<file path="src/rtl/operand_fetch_stage_if.sv">
// Handshake bundles around the operand fetch stage.
//   fetch_if : fetch -> stage. master = fetch unit, slave = operand fetch stage.
//              in_valid/in_instr/in_pc flow downstream, in_ready flows back.
//   exec_if  : stage -> execute. master = operand fetch stage, slave = execute.
//              out_valid and the latched instruction fields flow downstream,
//              out_ready flows back.

interface fetch_if #(
  parameter int DATA_W = 16
);
  logic              in_valid;
  logic              in_ready;
  logic [DATA_W-1:0] in_instr;
  logic [DATA_W-1:0] in_pc;

  modport master (output in_valid, output in_instr, output in_pc, input in_ready);
  modport slave  (input in_valid, input in_instr, input in_pc, output in_ready);
endinterface

interface exec_if #(
  parameter int DATA_W = 16,
  parameter int RIDX_W = 4
);
  logic              out_valid;
  logic              out_ready;
  logic [3:0]        out_opcode;
  logic [RIDX_W-1:0] out_rd;
  logic [DATA_W-1:0] out_a;
  logic [DATA_W-1:0] out_b;
  logic [DATA_W-1:0] out_pc;

  modport master (output out_valid, output out_opcode, output out_rd, output out_a,
                  output out_b, output out_pc, input out_ready);
  modport slave  (input out_valid, input out_opcode, input out_rd, input out_a,
                  input out_b, input out_pc, output out_ready);
endinterface

</file>
<file path="src/rtl/operand_fetch_stage.sv">
// Operand fetch stage sitting directly upstream of the 16x16 register file.
// Splits the incoming instruction into register read addresses, captures both
// read operands (with writeback bypass) into a one-entry valid/ready register
// feeding execute, and stalls fetch on a load-use hazard.
// Ports:
//   clk, reset              rising-edge clock, synchronous active-high reset
//   fetch (fetch_if.slave)  in_valid/in_ready/in_instr/in_pc from fetch
//   exec  (exec_if.master)  out_valid/out_ready/opcode/rd/a/b/pc to execute
//   rf_reg1, rf_reg2        register file read addresses (from in_instr rs/rt)
//   rf_read1, rf_read2      register file read data (combinational)
//   wb_w_flag, wb_write_code, wb_w_data  writeback port (same as RF write)
//   ex_load_valid, ex_load_rd            load currently in execute
//   flush                   squash held and incoming instruction

module operand_fetch_stage #(
  parameter int DATA_W    = 16,
  parameter int RIDX_W    = 4,
  parameter int BYPASS_EN = 1
) (
  input  logic              clk,
  input  logic              reset,
  fetch_if.slave            fetch,
  exec_if.master            exec,
  output logic [DATA_W-1:0] rf_reg1,
  output logic [DATA_W-1:0] rf_reg2,
  input  logic [DATA_W-1:0] rf_read1,
  input  logic [DATA_W-1:0] rf_read2,
  input  logic              wb_w_flag,
  input  logic [DATA_W-1:0] wb_write_code,
  input  logic [DATA_W-1:0] wb_w_data,
  input  logic              ex_load_valid,
  input  logic [RIDX_W-1:0] ex_load_rd,
  input  logic              flush
);

  localparam int   PAD_W  = DATA_W - RIDX_W;
  localparam logic BYP_ON = (BYPASS_EN != 0);

  // Writeback forwarding: the register file commits on the same edge this
  // stage samples, so a matching writeback must replace the stale read data.
  // The compare is against the full writeback code, so codes above 15 never hit.
  function automatic logic [DATA_W-1:0] bypass_sel(
    input logic              wb_en,
    input logic [DATA_W-1:0] wb_code,
    input logic [DATA_W-1:0] wb_data,
    input logic [RIDX_W-1:0] idx,
    input logic [DATA_W-1:0] dflt
  );
    logic [DATA_W-1:0] idx_ext;
    idx_ext = {{PAD_W{1'b0}}, idx};
    if (wb_en && (wb_code == idx_ext)) begin
      bypass_sel = wb_data;
    end else begin
      bypass_sel = dflt;
    end
  endfunction

  logic [RIDX_W-1:0] rs_s, rt_s;
  logic              hazard_s, ready_s, accept_s, byp_en_s;

  logic              out_valid_r, valid_n_s;
  logic [3:0]        opcode_r, opcode_n_s;
  logic [RIDX_W-1:0] rd_r, rd_n_s;
  logic [RIDX_W-1:0] rs_r, rs_n_s;
  logic [RIDX_W-1:0] rt_r, rt_n_s;
  logic [DATA_W-1:0] a_r, a_n_s;
  logic [DATA_W-1:0] b_r, b_n_s;
  logic [DATA_W-1:0] pc_r, pc_n_s;

  assign rs_s     = fetch.in_instr[7:4];
  assign rt_s     = fetch.in_instr[3:0];
  assign rf_reg1  = {{PAD_W{1'b0}}, rs_s};
  assign rf_reg2  = {{PAD_W{1'b0}}, rt_s};
  assign byp_en_s = BYP_ON && wb_w_flag;

  assign hazard_s = ex_load_valid && ((ex_load_rd == rs_s) || (ex_load_rd == rt_s));
  // Ready deliberately ignores in_valid so fetch can use it without a loop.
  assign ready_s  = !flush && !hazard_s && (!out_valid_r || exec.out_ready);
  assign accept_s = fetch.in_valid && ready_s;

  assign fetch.in_ready  = ready_s;
  assign exec.out_valid  = out_valid_r;
  assign exec.out_opcode = opcode_r;
  assign exec.out_rd     = rd_r;
  assign exec.out_a      = a_r;
  assign exec.out_b      = b_r;
  assign exec.out_pc     = pc_r;

  // Next-state of the pipeline register: flush, accept, drain, held refresh.
  always_comb begin
    valid_n_s  = out_valid_r;
    opcode_n_s = opcode_r;
    rd_n_s     = rd_r;
    rs_n_s     = rs_r;
    rt_n_s     = rt_r;
    a_n_s      = a_r;
    b_n_s      = b_r;
    pc_n_s     = pc_r;
    if (flush) begin
      // Data keeps its old (defined) value; only the valid bit is squashed.
      valid_n_s = 1'b0;
    end else if (accept_s) begin
      valid_n_s  = 1'b1;
      opcode_n_s = fetch.in_instr[15:12];
      rd_n_s     = fetch.in_instr[11:8];
      rs_n_s     = rs_s;
      rt_n_s     = rt_s;
      a_n_s      = bypass_sel(byp_en_s, wb_write_code, wb_w_data, rs_s, rf_read1);
      b_n_s      = bypass_sel(byp_en_s, wb_write_code, wb_w_data, rt_s, rf_read2);
      pc_n_s     = fetch.in_pc;
    end else if (out_valid_r && exec.out_ready) begin
      valid_n_s = 1'b0;
    end else if (out_valid_r) begin
      // Stalled by execute: keep held operands current with later writebacks.
      a_n_s = bypass_sel(byp_en_s, wb_write_code, wb_w_data, rs_r, a_r);
      b_n_s = bypass_sel(byp_en_s, wb_write_code, wb_w_data, rt_r, b_r);
    end else begin
      valid_n_s = 1'b0;
    end
  end

  // Pipeline register with synchronous reset.
  always_ff @(posedge clk) begin
    if (reset) begin
      out_valid_r <= 1'b0;
      opcode_r    <= 4'h0;
      rd_r        <= {RIDX_W{1'b0}};
      rs_r        <= {RIDX_W{1'b0}};
      rt_r        <= {RIDX_W{1'b0}};
      a_r         <= {DATA_W{1'b0}};
      b_r         <= {DATA_W{1'b0}};
      pc_r        <= {DATA_W{1'b0}};
    end else begin
      out_valid_r <= valid_n_s;
      opcode_r    <= opcode_n_s;
      rd_r        <= rd_n_s;
      rs_r        <= rs_n_s;
      rt_r        <= rt_n_s;
      a_r         <= a_n_s;
      b_r         <= b_n_s;
      pc_r        <= pc_n_s;
    end
  end

endmodule

</file>
<file path="src/flat_wrapper.sv">
// flat-port wrapper written by rule: the top's interface ports become plain ports
module operand_fetch_stage_flat 
#(
  parameter int DATA_W    = 16,
  parameter int RIDX_W    = 4,
  parameter int BYPASS_EN = 1
)
  (clk, reset, rf_reg1, rf_reg2, rf_read1, rf_read2, wb_w_flag, wb_write_code, wb_w_data, ex_load_valid, ex_load_rd, flush, fetch_in_valid, fetch_in_instr, fetch_in_pc, fetch_in_ready, exec_out_valid, exec_out_opcode, exec_out_rd, exec_out_a, exec_out_b, exec_out_pc, exec_out_ready);
  fetch_if #(.DATA_W(DATA_W)) fetch_i ();
  exec_if #(.DATA_W(DATA_W), .RIDX_W(RIDX_W)) exec_i ();
  input  logic clk;
  input  logic reset;
  output logic [DATA_W-1:0] rf_reg1;
  output logic [DATA_W-1:0] rf_reg2;
  input  logic [DATA_W-1:0] rf_read1;
  input  logic [DATA_W-1:0] rf_read2;
  input  logic wb_w_flag;
  input  logic [DATA_W-1:0] wb_write_code;
  input  logic [DATA_W-1:0] wb_w_data;
  input  logic ex_load_valid;
  input  logic [RIDX_W-1:0] ex_load_rd;
  input  logic flush;
  input wire logic [$bits(fetch_i.in_valid)-1:0] fetch_in_valid;
  input wire logic [$bits(fetch_i.in_instr)-1:0] fetch_in_instr;
  input wire logic [$bits(fetch_i.in_pc)-1:0] fetch_in_pc;
  output wire logic [$bits(fetch_i.in_ready)-1:0] fetch_in_ready;
  output wire logic [$bits(exec_i.out_valid)-1:0] exec_out_valid;
  output wire logic [$bits(exec_i.out_opcode)-1:0] exec_out_opcode;
  output wire logic [$bits(exec_i.out_rd)-1:0] exec_out_rd;
  output wire logic [$bits(exec_i.out_a)-1:0] exec_out_a;
  output wire logic [$bits(exec_i.out_b)-1:0] exec_out_b;
  output wire logic [$bits(exec_i.out_pc)-1:0] exec_out_pc;
  input wire logic [$bits(exec_i.out_ready)-1:0] exec_out_ready;
  assign fetch_i.in_valid = fetch_in_valid;
  assign fetch_i.in_instr = fetch_in_instr;
  assign fetch_i.in_pc = fetch_in_pc;
  assign fetch_in_ready = fetch_i.in_ready;
  assign exec_out_valid = exec_i.out_valid;
  assign exec_out_opcode = exec_i.out_opcode;
  assign exec_out_rd = exec_i.out_rd;
  assign exec_out_a = exec_i.out_a;
  assign exec_out_b = exec_i.out_b;
  assign exec_out_pc = exec_i.out_pc;
  assign exec_i.out_ready = exec_out_ready;
  operand_fetch_stage #(.DATA_W(DATA_W), .RIDX_W(RIDX_W), .BYPASS_EN(BYPASS_EN)) u_core (.clk(clk), .reset(reset), .fetch(fetch_i), .exec(exec_i), .rf_reg1(rf_reg1), .rf_reg2(rf_reg2), .rf_read1(rf_read1), .rf_read2(rf_read2), .wb_w_flag(wb_w_flag), .wb_write_code(wb_write_code), .wb_w_data(wb_w_data), .ex_load_valid(ex_load_valid), .ex_load_rd(ex_load_rd), .flush(flush));
endmodule
</file>
<file path="config.mk">
export PLATFORM = sky130hd
export DESIGN_NAME = operand_fetch_stage_flat
export DESIGN_NICKNAME = d
export VERILOG_FILES = /design/src/rtl/operand_fetch_stage_if.sv /design/src/rtl/operand_fetch_stage.sv /design/src/flat_wrapper.sv
export SDC_FILE = /design/constraint.sdc
export NUM_CORES = 1
export LEC_CHECK = 0
export CAP_MARGIN = 0
export CORE_UTILIZATION = 40
export CTS_CLUSTER_DIAMETER = 40
export DETAILED_ROUTE_END_ITERATION = 8
export PLACE_DENSITY = 0.86
export SLEW_MARGIN = 30
export SYNTH_ARGS = -nofsm -noshare
export SYNTH_HDL_FRONTEND = slang
export SYNTH_SLANG_ARGS = --single-unit
</file>
<file path="constraint.sdc">
create_clock -name clk -period 5.6 [get_ports clk]
set_input_delay 1.12 -clock clk [delete_from_list [all_inputs] [get_ports clk]]
set_output_delay 1.12 -clock clk [all_outputs]
set_load 0.01 [all_outputs]
</file>
==> results.yml, run 1 <==
sta:
  post-route-period-util: 0.731
  layout_min_cycle_time_ns: 4.09
  setup_tns_ns: 0
  max_freq_mhz: 244
  hold-worst-slack_ns: 0.457
  relSlewSlack: 0.531
  skew_ns: 0.0138
  worst_pin_slew_ns: 0.702
  hold_viol_final: 0
  rsz0062_at_grt: "no"
  drv_slew: 0
  setup_viol: 0
cells_and_area:
  final_cell_mix: "171 x clkdlybuf4s50_1, 65 x dfxtp_1, 64 x nand2_1"
  post-route-util: 0.650
  drive_above_1_share: 0.0589
  regArea_mm2: 0.00130
  area_delta_synth_final_pct: 57.4
  n_fill_cell: 655
  nNetsFinal: 628
  n_antenna_cell: 0
  final_common_cell: "clkdlybuf4s50_1"
  multiInputGateArea_mm2: 0.00164
grt:
  overflow: 0
  grt_usage: 0.214
  grt_pass1_vias: 3147
  grt_max_degree: 66
  antenna_found_initial: 0
  grt_pass1_wl_mm: 14.3
logic_synthesis:
  synth_cells: 367
  synth_top_area_frac: 0.410
  yosysUniqueCellTypes: 32
  async_flop_share: 0
  syn-cell-area_mm2: 0.00317
  synth-edff-count: 0
  ys_ff_latch: 65
  post_synth.cell_area_avg_um2: 8.65
  ys_seq_area_frac: 0.410
  ys_warn_count: 0
  ys.flop_type: "dfxtp_1"
  synth_top_area_cell: "dfxtp_1"
  synth.area.top_cells: "dfxtp_1 41%, mux2i_1 10%, a211oi_1 7.6%"
clock_tree:
  numCtsBuffers: 9
  cts_resized: 0
  cts_tree: "built"
  clkSlewWorstSetupHoldPaths_ns: 0.08
  h-tree-depth: 3
  clock_sinks: 65
  hold_buffers: 0
  postCtsSetupBuffers: 0
  clockBufferDepth: 2
  cts_root_buffer: "clkbuf_8"
  clock_latency_ns: 0.33
pwr:
  pwr-share-comb: 0.237
  pwr-share-seq: 0.431
  p_switching_w: 0.000317
  peakVddDrop_uv: 137
  clockPowerShare: 0.332
  p_int_w: 0.000857
  p_leak_nw: 1.79
  swShare: 0.270
  powerDensity_mw_per_mm2: 235
floorplan:
  rows: 32
  initial_utilization: 0.413
  die_w_um: 91.1
  dieArea_mm2: 0.00829
  die-height_um: 91.1
  ios: 197
  design.core.area_mm2: 0.00769
detailed_routing:
  drtIter0Drc: 77
  routedWlPerCell_um: 13.5
  viasPerCell: 4.79
  drtPass1Iterations: 4
  ant_nets: 0
  vias: 3011
  routed_wl_mm: 8.45
  post-route-drc-count: 0
critical_path:
  path_cells: "clkdlybuf4s50_1 -> xnor2_1 -> nand4_1 -> a21boi_4 -> nor3_1 -> clkdlybuf4s50_1"
  cp.arrival_ns: 2.97
  crit_path_max_incr_delay_ns: 0.51
  required_ns: 4.48
  cp_top_family: "buffers and inverters"
  crit_type: "in2out"
  crit_path_frequent_cell: "clkdlybuf4s50_1"
  ff2ff_setup_slack_ns: 3.44
  cp_slowest_cell: "clkdlybuf4s50_1"
  r2r-start: "u_core.exec.out_valid"
  cp-end-kind: "output port"
  start_kind: "primary input"
  r2r_end: "u_core.exec.out_b[13]"
  crit_fanout: 5
  r2r_cells: 7
  crit_buf_inv: 2
min_path:
  worstHoldStart: "u_core.exec.out_opcode[1]"
  min_to: "u_core.exec.out_opcode[1]"
  whs_path_depth: 2
  hp-class: "reg2reg"
placement:
  io_buffers: 172
  hpwl_mm: 6.41
  finalWeightedCongestion: 0.817
job:
  cap_violations: 0
run_status:
  status: "complete, no violations"
worst reg2reg max path: stages, from the launching register on:
cell	delay, ns
dfxtp_1	0.34
or4b_1	0.44
nor4_1	0.32
a21oi_1	0.14
a21oi_2	0.16
buf_4	0.33
nor2_1	0.08
a211oi_1	0.25
per-stage QoR:
| step | std cells | cell area, um^2 | worst slack, ns | power [W] |
|---|---|---|---|---|
| after floorplan | 390 | 3260 | 2.59 | 0.000652 |
| after global placement | 612 | 4780 | 1.60 | 0.000789 |
| after detailed placement | 612 | 4800 | 1.52 | 0.000795 |
| after CTS | 628 | 4990 | 1.50 | 0.00119 |
| after global routing | 628 | 4990 | 1.41 | 0.00123 |
| final | 628 | 4990 | 1.51 | 0.00117 |
Yosys cell counts (4+ instances only):
library cell / count
a211oi_1: 32
a21oi_1: 34
buf_2: 4
buf_4: 32
clkbuf_1: 14
dfxtp_1: 65
mux2i_1: 32
nand2_1: 64
nand4_1: 4
nor2_1: 33
xnor2_1: 16
xor2_1: 8
per-layer routing:
metal	global-route usage	vias to the layer above	wire length (um)
met3	0.0787	18	850
met2	0.369	141	4030
met4	0.0979	0	176
met5	0	-	0
met1	0.234	1329	3390
li1	-	1523	-
logic make-up (layout without fill, tap and decap cells):
logic type,count (synthesis),after routing,share of synthesized area
AOI/OAI and AO/OA,71,71,0.146
buffers and inverters,54,190,0.108
and+or+nand+nor,120,120,0.167
xor gates and xnor gates,24,24,0.0662
DFF,65,65,0.410
muxes,32,32,0.101
other,1,24,0.00118
flip-flops by register name, summed over array words and instances (netlist names):
| register | count |
|---|---|
| u_core.exec.out_pc | 16 |
| u_core.exec.out_a | 16 |
| u_core.rt_r | 4 |
| u_core.exec.out_valid | 1 |
| u_core.exec.out_rd | 4 |
| u_core.exec.out_b | 16 |
| u_core.rs_r | 4 |
| u_core.exec.out_opcode | 4 |
worst max-delay path by stage:
| stage | from | to | slack (ns) | cells past startpoint |
|---|---|---|---|---|
| finish | fetch_in_instr[3] | fetch_in_ready | 1.51 | 6 |
| global route | fetch_in_instr[3] | fetch_in_ready | 1.41 | 6 |
| CTS | fetch_in_instr[3] | fetch_in_ready | 1.50 | 6 |
| detailed placement | fetch_in_instr[0] | fetch_in_ready | 1.52 | 6 |
| global placement | fetch_in_instr[0] | fetch_in_ready | 1.60 | 6 |
| floorplan | wb_write_code[11] | u_core.exec.out_a[0] | 2.59 | 7 |
power groups by stage:
stage,clock network [W],registers [W],logic (W)
floorplan,0,0.000527,0.000125
global placement,0,0.000515,0.000274
detailed placement,0,0.000516,0.000279
CTS,0.000401,0.000506,0.000280
global route,0.000422,0.000509,0.000304
finish,0.000389,0.000506,0.000279
area by class of cell:
type,count,area share
multi-input cells,271,0.327
well taps,102,0.0256
clock inverters,6,0.0138
repair buffers,174,0.347
clock buffers,10,0.0256
flip-flops and latches,65,0.261
(Power assumes the default switching activity.)
==> run 2: changes to the inputs <==
--- a/config.mk
+++ b/config.mk
@@ -6,10 +6,10 @@
 export NUM_CORES = 1
 export LEC_CHECK = 0
 export CAP_MARGIN = 0
-export CORE_UTILIZATION = 40
+export CORE_UTILIZATION = 34
 export CTS_CLUSTER_DIAMETER = 40
 export DETAILED_ROUTE_END_ITERATION = 8
-export PLACE_DENSITY = 0.86
+export PLACE_DENSITY = 0.78
 export SLEW_MARGIN = 30
 export SYNTH_ARGS = -nofsm -noshare
 export SYNTH_HDL_FRONTEND = slang
==> constraint.sdc (replaced) <==
create_clock -name clk -period 3.3 [get_ports clk]
set_input_delay 0.66 -clock clk [delete_from_list [all_inputs] [get_ports clk]]
set_output_delay 0.66 -clock clk [all_outputs]
set_load 0.01 [all_outputs]
==> run 2 against run 1 <==
  * Sequential power is 70% higher
  * Sequential share of layout area is 0.32 points lower
  * Largest cell class unchanged
  * Total power is 64% higher
  * Via count is 0.90% higher
  * Global-route usage is 2.9 points lower
  * Combinational power is 73% higher
  * Core utilization is 8.1 points lower
  * Die area is 17% higher
  * Highest routed layer unchanged
  * Clock power is 50% higher
==> results.yml, run 2 (synthesis results as in run 1) <==
run_status:
  status: "complete, no violations"
clock_tree:
  clock_latency_ns: 0.33
  clockBufferDepth: 2
  h-tree-depth: 3
  postCtsSetupBuffers: 0
  hold_buffers: 0
  clock_sinks: 65
  clkSlewWorstSetupHoldPaths_ns: 0.06
  cts_resized: 0
  cts_tree: "built"
  numCtsBuffers: 9
  cts_root_buffer: "clkbuf_8"
sta:
  drv_slew: 0
  hold_viol_final: 0
  max_freq_mhz: 314
  setup_viol: 0
  relSlewSlack: 0.572
  setup_tns_ns: 0
  skew_ns: 0.00637
  post-route-period-util: 0.964
  rsz0062_at_grt: "no"
  layout_min_cycle_time_ns: 3.18
  worst_pin_slew_ns: 0.641
critical_path:
  crit_type: "in2out"
  critical_path.startpoint: "fetch_in_instr[3]"
  endpoint: "fetch_in_ready"
  ff2ff_setup_slack_ns: 1.10
  r2r_end: "u_core.exec.out_b[2]"
  required_ns: 2.64
  r2r_cells: 7
  r2r-start: "u_core.exec.out_valid"
  cp.arrival_ns: 2.52
  cp-end-kind: "output port"
  start_kind: "primary input"
  crit_fanout: 5
placement:
  io_buffers: 172
  hpwl_mm: 6.84
  finalWeightedCongestion: 0.798
floorplan:
  die_w_um: 98.6
  design.core.area_mm2: 0.00889
  die-height_um: 98.6
  initial_utilization: 0.357
  dieArea_mm2: 0.00972
  rows: 34
  ios: 197
grt:
  overflow: 0
  grt_usage: 0.185
  grt_pass1_wl_mm: 14.2
  grt_pass1_vias: 3161
  grt_max_degree: 40
  antenna_found_initial: 0
pwr:
  powerDensity_mw_per_mm2: 381
  finalPower_w: 0.00193
  p_leak_nw: 1.83
  peakVddDrop_uv: 210
detailed_routing:
  post-route-drc-count: 0
  viasPerCell: 4.74
  vias: 3038
  drtIter0Drc: 59
  routedWlPerCell_um: 13.7
  ant_nets: 0
  routed_wl_mm: 8.79
  drtPass1Iterations: 4
job:
  cap_violations: 0
cells_and_area:
  area_delta_synth_final_pct: 59.4
  drive_above_1_share: 0.0713
  final_cell_mix: "171 x clkdlybuf4s50_1, 65 x dfxtp_1, 64 x nand2_1"
  n_antenna_cell: 0
  final_common_cell: "clkdlybuf4s50_1"
  n_fill_cell: 804
  nNetsFinal: 637
min_path:
  hp-class: "reg2reg"
run 2: how the worst min path moves through the flow:
stage,startpoint,to,slack [ns],depth (start not counted)
after floorplan,u_core.rs_r[0],u_core.rs_r[0],0.45,2
after global placement,u_core.exec.out_rd[0],u_core.exec.out_rd[0],0.44,2
after detailed placement,u_core.exec.out_pc[14],u_core.exec.out_pc[14],0.45,2
after CTS,u_core.exec.out_pc[14],u_core.exec.out_pc[14],0.46,2
after global routing,u_core.exec.out_pc[14],u_core.exec.out_pc[14],0.47,2
final,u_core.exec.out_pc[14],u_core.exec.out_pc[14],0.45,2
run 2: metal layers:
layer / share of wire / GRT usage / up-vias
met5: 0 / 0 / -
met4: 0.025 / 0.0792 / 0
met3: 0.087 / 0.0695 / 16
met2: 0.48 / 0.328 / 134
met1: 0.41 / 0.196 / 1363
li1: - / - / 1525
run 2: area by class of cell:
class / count / area, um^2 / share of cell area
repair buffers: 183 / 1820 / 0.361
multi-input cells: 271 / 1630 / 0.322
flip-flops and latches: 65 / 1300 / 0.257
clock buffers: 11 / 151 / 0.0299
well taps: 108 / 135 / 0.0267
clock inverters: 3 / 17.5 / 0.00346
run 2: through the flow:
stage                     utilization  instances  setup WS [ns]  hold slack (ns)  area, um^2
after global placement          0.549        627          0.215            0.442        4880
after detailed placement        0.550        627          0.113            0.446        4890
after CTS                       0.569        641         0.0961            0.455        5060
final                           0.569        641          0.118            0.454        5060
after floorplan                     -        390          0.754            0.448        3260
after global routing            0.569        641         0.0598            0.470        5060
run 2: critical path, cell delays in order:
cell,delay [ns]
clkdlybuf4s50_1,0.49
xnor2_1,0.24
nand4_1,0.23
a21boi_4,0.33
nor3_1,0.09
clkdlybuf4s50_1,0.49
run 2: report_power, final:
part           leakage [nW]  switching [W]  internal (W)
clock                0.0871       0.000279      0.000302
sequential            0.532      0.0000260      0.000834
combinational          1.21       0.000206      0.000279
total                  1.83       0.000511       0.00141
